===== config.mk =====
export PLATFORM = sky130hd
export DESIGN_NAME = jt10_adpcmb_lerp
export DESIGN_NICKNAME = d
export VERILOG_FILES = /design/src/rtl/jt10_adpcmb_lerp.sv
export SDC_FILE = /design/constraint.sdc
export NUM_CORES = 1
export LEC_CHECK = 0
export ABC_CLOCK_PERIOD_IN_PS = 7400
export CORE_MARGIN = 2
export CORE_UTILIZATION = 40
export CTS_BUF_LIST = sky130_fd_sc_hd__clkbuf_8 sky130_fd_sc_hd__clkbuf_16
export DETAILED_ROUTE_END_ITERATION = 10
export REMOVE_ABC_BUFFERS = 1
export SLEW_MARGIN = 25
export SYNTH_ARGS = -nofsm -noshare
export SYNTH_HDL_FRONTEND = slang
export SYNTH_SLANG_ARGS = --single-unit

===== constraint.sdc =====
create_clock -name clk -period 7.4 [get_ports clk]
set_input_delay 1.11 -clock clk [delete_from_list [all_inputs] [get_ports clk]]
set_output_delay 1.11 -clock clk [all_outputs]
set_load 0.01 [all_outputs]

===== src/rtl/jt10_adpcmb_lerp.sv =====
// Linear interpolator between successive ADPCM-B samples, with its restoring divider.
// Optional round-half-up of the per-tick step: define JT10_LERP_ROUND_EN.

module jt10_adpcm_div #(
  parameter int DW = 16
) (
  input  logic          clk,
  input  logic          rst_n,
  input  logic          cen,
  input  logic          start,
  input  logic [DW-1:0] a,
  input  logic [DW-1:0] b,
  output logic [DW-1:0] d,
  output logic [DW-1:0] r,
  output logic          working
);
  localparam int IW = $clog2(DW);

  logic [DW-1:0] q_q, q_d;
  logic [DW-1:0] rem_q, rem_d;
  logic [DW-1:0] div_q, div_d;
  logic [IW-1:0] iter_q, iter_d;
  logic          armed_q, armed_d;
  logic          working_q, working_d;
  logic [DW:0]   shifted;
  logic [DW:0]   trial;

  // NOTE: every always_comb output gets a default first, so no path can infer a latch.
  always_comb begin
    q_d       = q_q;
    rem_d     = rem_q;
    div_d     = div_q;
    iter_d    = iter_q;
    armed_d   = armed_q;
    working_d = working_q;
    shifted   = {rem_q, q_q[DW-1]};
    trial     = shifted - {1'b0, div_q};
    if (cen) begin
      if (start) begin
        q_d       = a;
        rem_d     = '0;
        div_d     = b;
        iter_d    = '0;
        armed_d   = 1'b1;
        working_d = 1'b0;
      end else if (armed_q) begin
        // working is raised with the first iteration, one cen after start
        if (!trial[DW]) begin
          rem_d = trial[DW-1:0];
          q_d   = {q_q[DW-2:0], 1'b1};
        end else begin
          rem_d = shifted[DW-1:0];
          q_d   = {q_q[DW-2:0], 1'b0};
        end
        iter_d    = iter_q + IW'(1);
        working_d = 1'b1;
        if (iter_q == IW'(DW - 1)) begin
          armed_d   = 1'b0;
          working_d = 1'b0;
        end
      end
    end
  end

  // NOTE: sequential state is updated with non-blocking assignments only.
  always_ff @(posedge clk or negedge rst_n) begin
    if (!rst_n) begin
      q_q       <= '0;
      rem_q     <= '0;
      div_q     <= '0;
      iter_q    <= '0;
      armed_q   <= 1'b0;
      working_q <= 1'b0;
    end else begin
      q_q       <= q_d;
      rem_q     <= rem_d;
      div_q     <= div_d;
      iter_q    <= iter_d;
      armed_q   <= armed_d;
      working_q <= working_d;
    end
  end

  assign d       = q_q;
  assign r       = rem_q;
  assign working = working_q;
endmodule

module jt10_adpcmb_lerp #(
  parameter int CW = 16
) (
  input  logic               clk,
  input  logic               rst_n,
  input  logic               cen,
  input  logic               cen55,
  input  logic               adv,
  input  logic signed [15:0] pcm_in,
  output logic signed [15:0] pcm_out,
  output logic               busy
);
  typedef enum logic [1:0] {ST_IDLE, ST_START, ST_WAIT, ST_RUN} state_t;

  state_t             state_q, state_d;
  logic signed [15:0] pcm_out_q, pcm_out_d;
  logic signed [15:0] tgt_q, tgt_d;
  logic [CW-1:0]      step_q, step_d;
  logic               step_neg_q, step_neg_d;
  logic [CW-1:0]      cnt_q, cnt_d;
  logic [CW-1:0]      per_q, per_d;
  logic [CW-1:0]      mag_q, mag_d;
  logic               sign_q, sign_d;
  logic               busy_q, busy_d;
  logic               wait_first_q, wait_first_d;

  logic               div_start;
  logic               div_working;
  logic [CW-1:0]      div_d_out;
  logic [CW-1:0]      div_r_out;
  logic [CW-1:0]      step_fin;
  logic signed [16:0] dlt;
  logic [CW-1:0]      mag;
  logic signed [17:0] ramp;
  logic signed [17:0] tgt_ext;
  logic               clamp;

  assign div_start = (state_q == ST_START);

  jt10_adpcm_div #(.DW(CW)) u_div (
    .clk     (clk),
    .rst_n   (rst_n),
    .cen     (cen),
    .start   (div_start),
    .a       (mag_q),
    .b       (per_q),
    .d       (div_d_out),
    .r       (div_r_out),
    .working (div_working)
  );

`ifdef JT10_LERP_ROUND_EN
  assign step_fin = ({div_r_out, 1'b0} >= {1'b0, per_q} && div_d_out != {CW{1'b1}})
                    ? div_d_out + CW'(1) : div_d_out;
`else
  logic unused_r;
  assign unused_r = ^div_r_out;
  assign step_fin = div_d_out;
`endif

  assign dlt = {pcm_in[15], pcm_in} - {tgt_q[15], tgt_q};
  assign mag = dlt[16] ? (~dlt[15:0] + 16'd1) : dlt[15:0];

  // 18-bit ramp so that a full-scale step cannot wrap before the clamp
  assign tgt_ext = {{2{tgt_q[15]}}, tgt_q};
  assign ramp    = step_neg_q ? ({{2{pcm_out_q[15]}}, pcm_out_q} - $signed({2'b00, step_q}))
                              : ({{2{pcm_out_q[15]}}, pcm_out_q} + $signed({2'b00, step_q}));
  assign clamp   = step_neg_q ? (ramp <= tgt_ext) : (ramp >= tgt_ext);

  always_comb begin
    state_d      = state_q;
    pcm_out_d    = pcm_out_q;
    tgt_d        = tgt_q;
    step_d       = step_q;
    step_neg_d   = step_neg_q;
    cnt_d        = cnt_q;
    per_d        = per_q;
    mag_d        = mag_q;
    sign_d       = sign_q;
    busy_d       = busy_q;
    wait_first_d = wait_first_q;
    if (cen) begin
      if (cen55 && cnt_q != {CW{1'b1}}) cnt_d = cnt_q + CW'(1);
      if (adv) begin
        pcm_out_d    = tgt_q;
        tgt_d        = pcm_in;
        sign_d       = dlt[16];
        mag_d        = mag;
        per_d        = (cnt_q == '0) ? CW'(1) : cnt_q;
        cnt_d        = cen55 ? CW'(1) : '0;
        state_d      = ST_START;
        busy_d       = 1'b1;
        wait_first_d = 1'b0;
      end else begin
        case (state_q)
          ST_START: begin
            state_d      = ST_WAIT;
            wait_first_d = 1'b1;
          end
          ST_WAIT: begin
            if (wait_first_q) begin
              wait_first_d = 1'b0;
            end else if (!div_working) begin
              step_d     = step_fin;
              step_neg_d = sign_q;
              busy_d     = 1'b0;
              state_d    = ST_RUN;
            end
          end
          ST_RUN: begin
            if (cen55) pcm_out_d = clamp ? tgt_q : ramp[15:0];
          end
          default: ;
        endcase
      end
    end
  end

  always_ff @(posedge clk or negedge rst_n) begin
    if (!rst_n) begin
      state_q      <= ST_IDLE;
      pcm_out_q    <= '0;
      tgt_q        <= '0;
      step_q       <= '0;
      step_neg_q   <= 1'b0;
      cnt_q        <= '0;
      per_q        <= '0;
      mag_q        <= '0;
      sign_q       <= 1'b0;
      busy_q       <= 1'b0;
      wait_first_q <= 1'b0;
    end else begin
      state_q      <= state_d;
      pcm_out_q    <= pcm_out_d;
      tgt_q        <= tgt_d;
      step_q       <= step_d;
      step_neg_q   <= step_neg_d;
      cnt_q        <= cnt_d;
      per_q        <= per_d;
      mag_q        <= mag_d;
      sign_q       <= sign_d;
      busy_q       <= busy_d;
      wait_first_q <= wait_first_d;
    end
  end

  assign pcm_out = pcm_out_q;
  assign busy    = busy_q;
endmodule


==> results_dict.tcl <==
set metrics [dict create \
    antenna_found_initial 0 \
    max-cap-violations 0 \
    critPathKind "register to register" \
    fmax_mhz 155 \
    slew_violations 0 \
    grt_pass1_vias 7588 \
    synth_top_area_share_pct 39.6 \
    critPathCaptureType "register" \
    drtAntennaViolNets 0 \
    period_minus_slack_ns 6.47 \
    ys_warn_count 0 \
    routedWlPerCell_um 15.3 \
    r2r_cells 23 \
    cts.path.max_buffers 2 \
    root_buffer "clkbuf_16" \
    tns_ns 0 \
    viasPerCell 5.31 \
    cts_hold_repair.buffers 0 \
    wl_um 22200 \
    grt_start_max_net_pins 84 \
    worst_slew_pin_slew_ns 1.02 \
    fp.coreArea_um2 24200 \
    grt_overflow 0 \
    numPortBuffers 37 \
    skew_ns 0.00962 \
    cp.arrival_ns 6.84 \
    syn_area_um2 9860 \
    cts_tree "yes" \
    vias 7677 \
    critPathLaunchType "register" \
    drive_above_1_share_pct 7.58 \
    clk_latency_ns 0.43 \
    min_from "per_q[5]" \
    synth_cell_type_count 65 \
    status "finished clean" \
    setup_viol 0 \
    hp-class "register to register" \
    reg2reg_slack_ns 0.93 \
    drt_iter0_drc 455 \
    grtUsageTotal_pct 17.9 \
    io_pins 38 \
    place_congestion 0.882 \
    cts_made_buffers 17 \
    synth_flop_cell "dfrtp_1" \
    reg2reg_to "pcm_out[15]" \
    syn2layout_area_growth_pct 13.2 \
    htreeDepth 4 \
    clkSlewWorstSetupHoldPaths_ns 0.07 \
    finalNetCount 1205 \
    dp_hpwl_um 16200 \
    hold_violations 0 \
    syn_area_per_cell_um2 9.08 \
    ys_top_cells_by_area "dfrtp_1 (40%), ha_1 (9.1%), nand2_1 (5.8%)" \
    ys_top_cells_by_count "dfrtp_1 (156), nand2_1 (151), ha_1 (72)" \
    drc 0 \
    hold-path-cell-count 2 \
    post-route-period-util_pct 87.4 \
    crit_required_ns 7.77 \
    die_x_um 161 \
    synth-seq-area-share_pct 39.6 \
    synth_top_area_cell "dfrtp_1" \
    slew-limit-headroom_pct 31.6 \
    start_util_pct 40.6 \
    synth_seq_cells 156 \
    die_height_um 161 \
    async_flop_share_pct 100 \
    min_to "per_q[5]" \
    synth.most_common_cell "dfrtp_1" \
    rsz0062_at_grt "false" \
    num_rows 57 \
    critical_path.max_fanout 15 \
    die_area_um2 25900 \
    netlist_instances 1085 \
    grt_pass1_wl_um 37700 \
    diodes 0 \
    first_pass_iters 5 \
    synth-edff-count 0 \
    worstReg2RegStart "step_q[2]" \
    clock-sinks 156 \
]
## flip-flops by register name, indices dropped and copies added (netlist names), 2 cells and up
| name | flops |
|---|---|
| u_div.div_q | 16 |
| state_q | 2 |
| pcm_out | 16 |
| u_div.iter_q | 4 |
| u_div.r | 16 |
| tgt_q | 16 |
| u_div.d | 16 |
| mag_q | 16 |
| cnt_q | 16 |
| per_q | 16 |
| step_q | 16 |
## logic make-up after synthesis
logic type | after synthesis | synth area share, %
compound gates | 284 | 18.0
xor+xnor | 74 | 6.58
fa+ha+maj | 75 | 9.75
flops | 156 | 39.6
simple gates | 330 | 15.1
buf+inv | 99 | 3.78
mux | 67 | 7.22
## cell usage in the layout, fill, tap and decap left out, types with 6 or more instances in the layout
cell type,synthesis,routed
o21a_1,6,6
nand2_1,151,150
o21ai_1,36,34
or3_1,10,10
xnor2_1,45,45
and2_1,8,7
a21o_1,28,28
nand3_1,21,21
ha_1,72,72
xor2_1,29,29
nor2_1,71,71
a31oi_1,11,11
and3_1,8,8
mux2i_1,34,34
nand4_1,8,8
nor2b_1,9,8
buf_4,0,6
clkbuf_16,0,17
inv_1,60,61
nand2b_1,8,8
nor3_1,13,13
a21oi_1,64,64
o211ai_1,6,6
o21bai_1,7,7
mux2_2,33,33
dfrtp_1,156,156
o31ai_1,9,9
nor4_1,8,8
a211oi_1,7,7
clkdlybuf4s50_1,0,36
o21ai_0,68,68
## what timing repair did
item	CTS	global route
gates resized for setup	0	1
endpoints found under the setup margin	0	3
setup buffers	0	0
## layer usage
metal | up-vias | part of all wire, % | global-route usage [%]
met5 | - | 0 | 0
met4 | 0 | 0.76 | 4.91
met3 | 9 | 1.9 | 2.52
met2 | 72 | 45 | 28.4
met1 | 3707 | 52 | 25.8
li1 | 3889 | - | -
## how the worst max path moves through the flow
stage,from,to,cells past startpoint
global route,step_q[2],pcm_out[9],23
finish,step_q[2],pcm_out[15],23
CTS,step_q[2],pcm_out[15],23
detailed placement,step_q[2],pcm_out[15],23
floorplan,step_q[2],pcm_out[10],23
global placement,step_q[2],pcm_out[15],23
## worst max-delay path, cell delays in order (launching register included)
cell and delay, ns:
dfrtp_1 0.43, or3_1 0.45, nor4_1 0.53, nand2_1 0.16
nor4_1 0.56, nor2_1 0.13, xnor2_1 0.18, ha_1 0.34
nand4_1 0.12, or2_2 0.30, o21ai_0 0.33, a31oi_1 0.18
o21ai_0 0.25, xnor2_1 0.11, ha_1 0.36, nand4_1 0.17
nor4_1 0.42, o21ai_1 0.13, o211ai_1 0.11, a21oi_1 0.08
o211ai_1 0.18, nand2_2 0.41, o31ai_1 0.33, a21o_1 0.11
## metrics by stage
step	setup slack, ns	util (%)	area (um^2)	hold slack (ns)	instances
floorplan	1.92	-	9710	0.442	1046
detailed placement	0.784	43.5	10600	0.463	1414
global placement	1.13	43.5	10600	0.459	1414
global route	0.297	46.0	11200	0.495	1446
CTS	0.671	46.0	11100	0.480	1446
finish	0.933	46.0	11200	0.474	1446
## final cells by class
| cell class | count | area (um^2) |
|---|---|---|
| clock buffer | 17 | 425 |
| multi-input combinational | 830 | 5600 |
| inverter | 60 | 225 |
| tap | 324 | 405 |
| clock inverter | 15 | 165 |
| timing repair buffer | 44 | 428 |
| sequential | 156 | 3900 |
| fill | 2369 | 13100 |
Power is not shown: default switching activity piles up to over one toggle a cycle in this logic, so the estimate is an artifact.
